$ cat src/rtl/phy_tx_ser_pkg.sv
// Shared PHY constants: the symbol width and the COM comma symbol. phy_rx uses the same values.
// This package also holds the transmit serializer's slot, counter and FSM encodings.
package phy_tx_ser_pkg;

  localparam int unsigned SYM_W   = 8;
  localparam logic [SYM_W-1:0] PHY_COM = 8'hBC;

  localparam int unsigned SLOT_W  = 3;
  localparam logic [SLOT_W-1:0] SLOT_LAST = 3'd7;

  // The sync counter must be able to count up to 15 COM symbols.
  localparam int unsigned CNT_W   = 4;

  localparam logic [0:0] ST_SYNC = 1'b0;
  localparam logic [0:0] ST_RUN  = 1'b1;

  typedef logic [SYM_W-1:0] sym_t;

endpackage

$ cat src/rtl/phy_tx_ser_if.sv
// Byte-in / bit-out bundle of the PHY transmit serializer.
// The master is the upstream byte source. The slave is phy_tx_ser.
interface phy_tx_ser_if;
  import phy_tx_ser_pkg::*;

  sym_t data_in;
  logic valid_in;
  logic ready_out;
  logic data_out;
  logic active_out;
  logic sync_done;

  modport master (
    output data_in, valid_in,
    input  ready_out, data_out, active_out, sync_done
  );

  modport slave (
    input  data_in, valid_in,
    output ready_out, data_out, active_out, sync_done
  );

endinterface

$ cat src/rtl/phy_tx_ser.sv
// PHY transmit serializer. It sends SYNC_COM COM symbols after reset, then sends accepted bytes MSB first.
// Each symbol takes 8 clk_8f cycles. A slot with no accepted byte carries a COM symbol.
module phy_tx_ser
  import phy_tx_ser_pkg::*;
#(
  parameter int unsigned SYNC_COM = 4,
  parameter sym_t        COM      = PHY_COM
) (
  input  logic        clk_8f,
  input  logic        reset,
  phy_tx_ser_if.slave bus
);

  logic [SLOT_W-1:0] r_slot;
  logic [CNT_W-1:0]  r_cnt;
  logic [0:0]        r_state;
  logic [SYM_W-2:0]  r_shift;
  logic              r_data_out;
  logic              r_ready_out;
  logic              r_active_out;
  logic              r_sync_done;

  logic w_last_slot;
  logic w_last_sync;
  logic w_accept;

  // r_slot names the slot that the coming edge puts on data_out.
  assign w_last_slot = (r_slot == SLOT_LAST);
  assign w_last_sync = (r_state == ST_SYNC) && (r_cnt == CNT_W'(SYNC_COM - 1));
  assign w_accept    = r_ready_out && bus.valid_in;

  // NOTE: state registers use non-blocking assignments. Every next-state term then reads the values from before the edge.
  always_ff @(posedge clk_8f or negedge reset) begin
    if (!reset) begin
      r_slot       <= '0;
      r_cnt        <= '0;
      r_state      <= ST_SYNC;
      r_shift      <= COM[SYM_W-2:0];
      r_data_out   <= 1'b0;
      r_ready_out  <= 1'b0;
      r_active_out <= 1'b0;
      r_sync_done  <= 1'b0;
    end else begin
      r_slot      <= r_slot + SLOT_W'(1);
      r_ready_out <= w_last_slot && ((r_state == ST_RUN) || w_last_sync);

      // Slot 0 loads the new symbol. Its MSB goes out on this same edge, so the byte has one-cycle latency.
      if (r_slot == '0) begin
        if (w_accept) begin
          r_data_out   <= bus.data_in[SYM_W-1];
          r_shift      <= bus.data_in[SYM_W-2:0];
          r_active_out <= 1'b1;
        end else begin
          r_data_out   <= COM[SYM_W-1];
          r_shift      <= COM[SYM_W-2:0];
          r_active_out <= 1'b0;
        end
      end else begin
        r_data_out <= r_shift[SYM_W-2];
        r_shift    <= {r_shift[SYM_W-3:0], 1'b0};
      end

      if (w_last_slot && (r_state == ST_SYNC)) begin
        r_cnt <= r_cnt + CNT_W'(1);
        if (w_last_sync) begin
          r_state     <= ST_RUN;
          r_sync_done <= 1'b1;
        end
      end
    end
  end

  assign bus.data_out   = r_data_out;
  assign bus.ready_out  = r_ready_out;
  assign bus.active_out = r_active_out;
  assign bus.sync_done  = r_sync_done;

endmodule
$ cat src/flat_wrapper.sv
// flat-port wrapper written by rule: the top's interface ports become plain ports
module phy_tx_ser_flat import phy_tx_ser_pkg::*;
#(
  parameter int unsigned SYNC_COM = 4,
  parameter sym_t        COM      = PHY_COM
)
  (clk_8f, reset, bus_data_in, bus_valid_in, bus_ready_out, bus_data_out, bus_active_out, bus_sync_done);
  phy_tx_ser_if bus_i ();
  input  logic clk_8f;
  input  logic reset;
  input wire logic [$bits(bus_i.data_in)-1:0] bus_data_in;
  input wire logic [$bits(bus_i.valid_in)-1:0] bus_valid_in;
  output wire logic [$bits(bus_i.ready_out)-1:0] bus_ready_out;
  output wire logic [$bits(bus_i.data_out)-1:0] bus_data_out;
  output wire logic [$bits(bus_i.active_out)-1:0] bus_active_out;
  output wire logic [$bits(bus_i.sync_done)-1:0] bus_sync_done;
  assign bus_i.data_in = bus_data_in;
  assign bus_i.valid_in = bus_valid_in;
  assign bus_ready_out = bus_i.ready_out;
  assign bus_data_out = bus_i.data_out;
  assign bus_active_out = bus_i.active_out;
  assign bus_sync_done = bus_i.sync_done;
  phy_tx_ser #(.SYNC_COM(SYNC_COM), .COM(COM)) u_core (.clk_8f(clk_8f), .reset(reset), .bus(bus_i));
endmodule
$ cat config.mk
export PLATFORM = sky130hd
export DESIGN_NAME = phy_tx_ser_flat
export DESIGN_NICKNAME = d
export VERILOG_FILES = /design/src/rtl/phy_tx_ser_pkg.sv /design/src/rtl/phy_tx_ser_if.sv /design/src/rtl/phy_tx_ser.sv /design/src/flat_wrapper.sv
export SDC_FILE = /design/constraint.sdc
export NUM_CORES = 1
export LEC_CHECK = 0
export CAP_MARGIN = 0
export CORE_UTILIZATION = 35
export DETAILED_ROUTE_END_ITERATION = 8
export PLACE_DENSITY = 0.54
export SETUP_SLACK_MARGIN = 0.3
export SLEW_MARGIN = 20
export SYNTH_ARGS = -nofsm -noshare
export SYNTH_HDL_FRONTEND = slang
export SYNTH_SLANG_ARGS = --single-unit
$ cat constraint.sdc
create_clock -name clk_8f -period 1.5 [get_ports clk_8f]
set_input_delay 0.3 -clock clk_8f [delete_from_list [all_inputs] [get_ports clk_8f]]
set_output_delay 0.3 -clock clk_8f [all_outputs]
set_load 0.005 [all_outputs]
==> run_summary.xml <==
<?xml version="1.0" encoding="UTF-8"?>
<metrics>
  <group name="detailed_routing">
    <metric name="detailedRoute.firstIterationViolations" unit="">4</metric>
    <metric name="detailroute.via_count" unit="">434</metric>
    <metric name="routed_wl" unit="µm">1093</metric>
    <metric name="route.detailed.wl_per_inst" unit="µm">11.27</metric>
    <metric name="detail_route.drc_violations" unit="">0</metric>
    <metric name="avgViaCountPerCell" unit="">4.474</metric>
    <metric name="drtPass1Iterations" unit="">4</metric>
    <metric name="ant_nets" unit="">0</metric>
  </group>
  <group name="place">
    <metric name="port_buffers" unit="">14</metric>
    <metric name="place_congestion" unit="">0.6729</metric>
  </group>
  <group name="pwr">
    <metric name="p_int" unit="mW">0.6861</metric>
    <metric name="p_leak" unit="nW">0.4304</metric>
    <metric name="switching_share" unit="">0.1919</metric>
    <metric name="share_comb_of_total_power" unit="">0.065</metric>
    <metric name="peakVddDrop" unit="V">0.0005505</metric>
    <metric name="share_seq_of_total_power" unit="">0.594</metric>
    <metric name="power_frac_clock" unit="">0.340</metric>
    <metric name="p_sw" unit="mW">0.1630</metric>
    <metric name="power_density" unit="mW/mm²">865.6</metric>
  </group>
  <group name="final_layout">
    <metric name="multi_input_area" unit="µm²">280.3</metric>
    <metric name="postLayoutCoreUtil" unit="">0.5388</metric>
    <metric name="layout.cells.most_common_list" unit="">sky130_fd_sc_hd__dfrtp_1, sky130_fd_sc_hd__clkdlybuf4s50_1, sky130_fd_sc_hd__buf_4, sky130_fd_sc_hd__o22a_1, sky130_fd_sc_hd__dfstp_2</metric>
    <metric name="share_of_final_layout_standard_cells_stronger_than_drive_strength_1" unit="">0.3472</metric>
    <metric name="insertedDiodeCount" unit="">0</metric>
    <metric name="fin_nets" unit="">88</metric>
    <metric name="syn2layout_area_growth" unit="%">37.30</metric>
    <metric name="fillers" unit="">167</metric>
    <metric name="sequential_cell_area" unit="µm²">455.4</metric>
    <metric name="final_common_cell" unit="">sky130_fd_sc_hd__dfrtp_1</metric>
  </group>
  <group name="clock_network">
    <metric name="clkSinkCount" unit="">18</metric>
    <metric name="max-clock-path-buffers" unit="">2</metric>
    <metric name="clock_buffers_created_by_tritoncts" unit="">3</metric>
    <metric name="cts_tree" unit="">yes</metric>
    <metric name="clock_insertion_delay_worst_skew" unit="ns">0.29</metric>
    <metric name="cts.clk_slew.worst_paths" unit="ns">0.10</metric>
    <metric name="clk_root_buffer_cell" unit="">sky130_fd_sc_hd__clkbuf_4</metric>
    <metric name="cts-htree-levels" unit="">1</metric>
    <metric name="cts_hold_buf" unit="">0</metric>
  </group>
  <group name="timing">
    <metric name="layout_worst_path_cycle_share" unit="">0.8480</metric>
    <metric name="rsz0062_at_grt" unit="">yes</metric>
    <metric name="hold_viol" unit="">0</metric>
    <metric name="final.setup_skew" unit="ns">0.005849</metric>
    <metric name="setup_violations" unit="">0</metric>
    <metric name="period_needed" unit="ns">1.272</metric>
    <metric name="setup-tns-final" unit="ns">0</metric>
    <metric name="worst_pin_slew" unit="ns">0.3076</metric>
    <metric name="max_freq" unit="GHz">0.7862</metric>
    <metric name="relSlewSlack" unit="">0.7945</metric>
    <metric name="timing.final.max_slew_violations" unit="">0</metric>
  </group>
  <group name="logic_synthesis">
    <metric name="synthCells" unit="">48</metric>
    <metric name="post_synth.cell_area_avg" unit="µm²">14.88</metric>
    <metric name="seq_area_frac_synth" unit="">0.6375</metric>
    <metric name="netlist_area" unit="µm²">714.4</metric>
    <metric name="yosys_warnings" unit="">0</metric>
    <metric name="netlist.top_cell.by_area" unit="">sky130_fd_sc_hd__dfrtp_1</metric>
    <metric name="postSynthRegisterBits" unit="">18</metric>
    <metric name="synth_nets" unit="">63</metric>
    <metric name="netlist-cell-type-count" unit="">19</metric>
    <metric name="netlist_top_cells_area" unit="">sky130_fd_sc_hd__dfrtp_1, sky130_fd_sc_hd__dfstp_2, sky130_fd_sc_hd__ha_1</metric>
    <metric name="synth_largest_type_area_fraction" unit="">0.4904</metric>
  </group>
  <group name="worst_setup_path">
    <metric name="critPathMaxFanout" unit="">4</metric>
    <metric name="critPathRequiredTime" unit="ns">1.68</metric>
    <metric name="worstPathArrival" unit="ns">1.45</metric>
    <metric name="timing.critical_path.from_type" unit="">register</metric>
    <metric name="type_of_the_worst_setup_path" unit="">register to register</metric>
    <metric name="crit_reg_reg_startpoint" unit="">u_core.r_slot[0]</metric>
    <metric name="worst_r2r_path_cells" unit="">4</metric>
    <metric name="regToRegEndpoint" unit="">u_core.r_cnt[1]</metric>
    <metric name="worst-r2r-setup-slack" unit="ns">0.23</metric>
    <metric name="setup.worst_path.end_class" unit="">register</metric>
  </group>
  <group name="global_route">
    <metric name="globalRoute.totalOverflow" unit="">0</metric>
    <metric name="number_of_global_route_vias_before_repair" unit="">452</metric>
    <metric name="grt_max_degree" unit="">19</metric>
    <metric name="global_route_wire_length_before_repair" unit="µm">1828</metric>
    <metric name="grt_antenna_before_repair" unit="">0</metric>
    <metric name="grt_use_total" unit="">0.1211</metric>
  </group>
  <group name="floorplanning">
    <metric name="num_io_pins" unit="">15</metric>
    <metric name="initial_core_util" unit="">0.3924</metric>
    <metric name="die_x" unit="µm">47.18</metric>
    <metric name="die-area" unit="mm²">0.002226</metric>
    <metric name="placementRows" unit="">15</metric>
    <metric name="core_area" unit="mm²">0.001821</metric>
    <metric name="die_y" unit="µm">47.18</metric>
  </group>
  <group name="status">
    <metric name="outcome" unit="">completed</metric>
  </group>
  <group name="run">
    <metric name="maxCapViolations" unit="">0</metric>
  </group>
  <group name="hold_path">
    <metric name="hp-class" unit="">input pin to asynchronous set/reset pin</metric>
  </group>
</metrics>
## timing repair
item                                    4_1_cts  5_1_grt
endpoints found under the setup margin       14       15
pin swaps                                     3        2
buffers inserted                              5        0
gates resized for setup                      10        4
## power by group through the flow
stage | logic, mW | clock network (mW) | registers [mW]
after floorplan | 0.0109 | 0 | 0.514
after global placement | 0.0564 | 0 | 0.514
after detailed placement | 0.0561 | 0 | 0.514
after CTS | 0.0577 | 0.304 | 0.505
after global routing | 0.0612 | 0.315 | 0.506
final | 0.0553 | 0.289 | 0.505
## layout make-up
class,instances,share of cell area
Clock buffer,4,0.03699
Inverter,2,0.007653
Multi-Input combinational cell,28,0.2857
Sequential cell,18,0.4643
Tap cell,25,0.03189
Timing Repair Buffer,20,0.1735
## worst max path at each step
stage                           from             endpoint  slack, ns  depth (start not counted)
floorplan           u_core.r_slot[1]      u_core.r_cnt[1]       0.26                          4
global placement    u_core.r_slot[0]  u_core.bus.data_out       0.14                          5
detailed placement  u_core.r_slot[0]  u_core.bus.data_out       0.15                          5
CTS                 u_core.r_slot[1]      u_core.r_cnt[1]       0.22                          4
global route        u_core.r_slot[1]      u_core.r_cnt[1]       0.16                          4
finish              u_core.r_slot[0]      u_core.r_cnt[1]       0.23                          4
## critical path, cell delays in order, from the launching register on
cell and delay (ns):
sky130_fd_sc_hd__dfrtp_1 0.39, sky130_fd_sc_hd__ha_2 0.20, sky130_fd_sc_hd__ha_4 0.16, sky130_fd_sc_hd__nor2b_4 0.13, sky130_fd_sc_hd__mux2_4 0.28
## cell usage after synthesis
| cell | number |
|---|---|
| sky130_fd_sc_hd__xor2_1 | 1 |
| sky130_fd_sc_hd__dfstp_2 | 4 |
| sky130_fd_sc_hd__nor2b_4 | 2 |
| sky130_fd_sc_hd__o22a_1 | 5 |
| sky130_fd_sc_hd__nand4_1 | 1 |
| sky130_fd_sc_hd__nand3_2 | 1 |
| sky130_fd_sc_hd__inv_1 | 2 |
| sky130_fd_sc_hd__or2b_1 | 1 |
| sky130_fd_sc_hd__o21a_1 | 1 |
| sky130_fd_sc_hd__nand2_1 | 3 |
| sky130_fd_sc_hd__and2_1 | 1 |
| sky130_fd_sc_hd__a22o_1 | 2 |
| sky130_fd_sc_hd__dfrtp_1 | 14 |
| sky130_fd_sc_hd__and3_4 | 1 |
| sky130_fd_sc_hd__xnor2_1 | 2 |
| sky130_fd_sc_hd__nor3b_1 | 1 |
| sky130_fd_sc_hd__mux2_2 | 1 |
| sky130_fd_sc_hd__a21o_1 | 1 |
| sky130_fd_sc_hd__ha_1 | 4 |
## stage by stage
stage	area, µm²	cells	hold slack (ns)	worst slack (ns)	power [mW]
after global placement	912.1	88	0.4399	0.1438	0.5706
after global routing	980.9	97	0.3549	0.1631	0.8820
after floorplan	733.2	48	0.004409	0.2573	0.5245
after detailed placement	912.1	88	0.4445	0.1521	0.5702
after CTS	987.2	97	0.3259	0.2204	0.8670
final	980.9	97	0.3266	0.2281	0.8491
## registers in the layout (all words and copies together) (netlist names)
| register | count |
|---|---|
| u_core.bus.active_out | 1 |
| u_core.bus.data_out | 1 |
| u_core.bus.ready_out | 1 |
| u_core.r_cnt | 4 |
| u_core.r_shift | 7 |
| u_core.r_slot | 3 |
| u_core.r_state | 1 |
## cells by family (layout without fill, tap and decap cells)
kind of cell    Yosys count  after routing  share of synthesized area
buf+inv                   2             26                    0.01051
xor+xnor                  3              3                    0.03678
flops                    18             18                     0.6375
compound gates            9              9                     0.1068
simple gates             11             11                     0.1226
fa+ha+maj                 4              4                    0.07006
mux                       1              1                    0.01576
## per-layer routing
| layer | routed length (µm) | global-route usage | share of wire | vias up |
|---|---|---|---|---|
| met5 | 0 | 0 | 0 | - |
| met2 | 502 | 0.1972 | 0.46 | 14 |
| met4 | 6 | 0.03429 | 0.0055 | 0 |
| met3 | 83 | 0.05769 | 0.076 | 2 |
| li1 | - | - | - | 216 |
| met1 | 500 | 0.1432 | 0.46 | 202 |
Note: power is estimated with default switching activity, not from simulation.
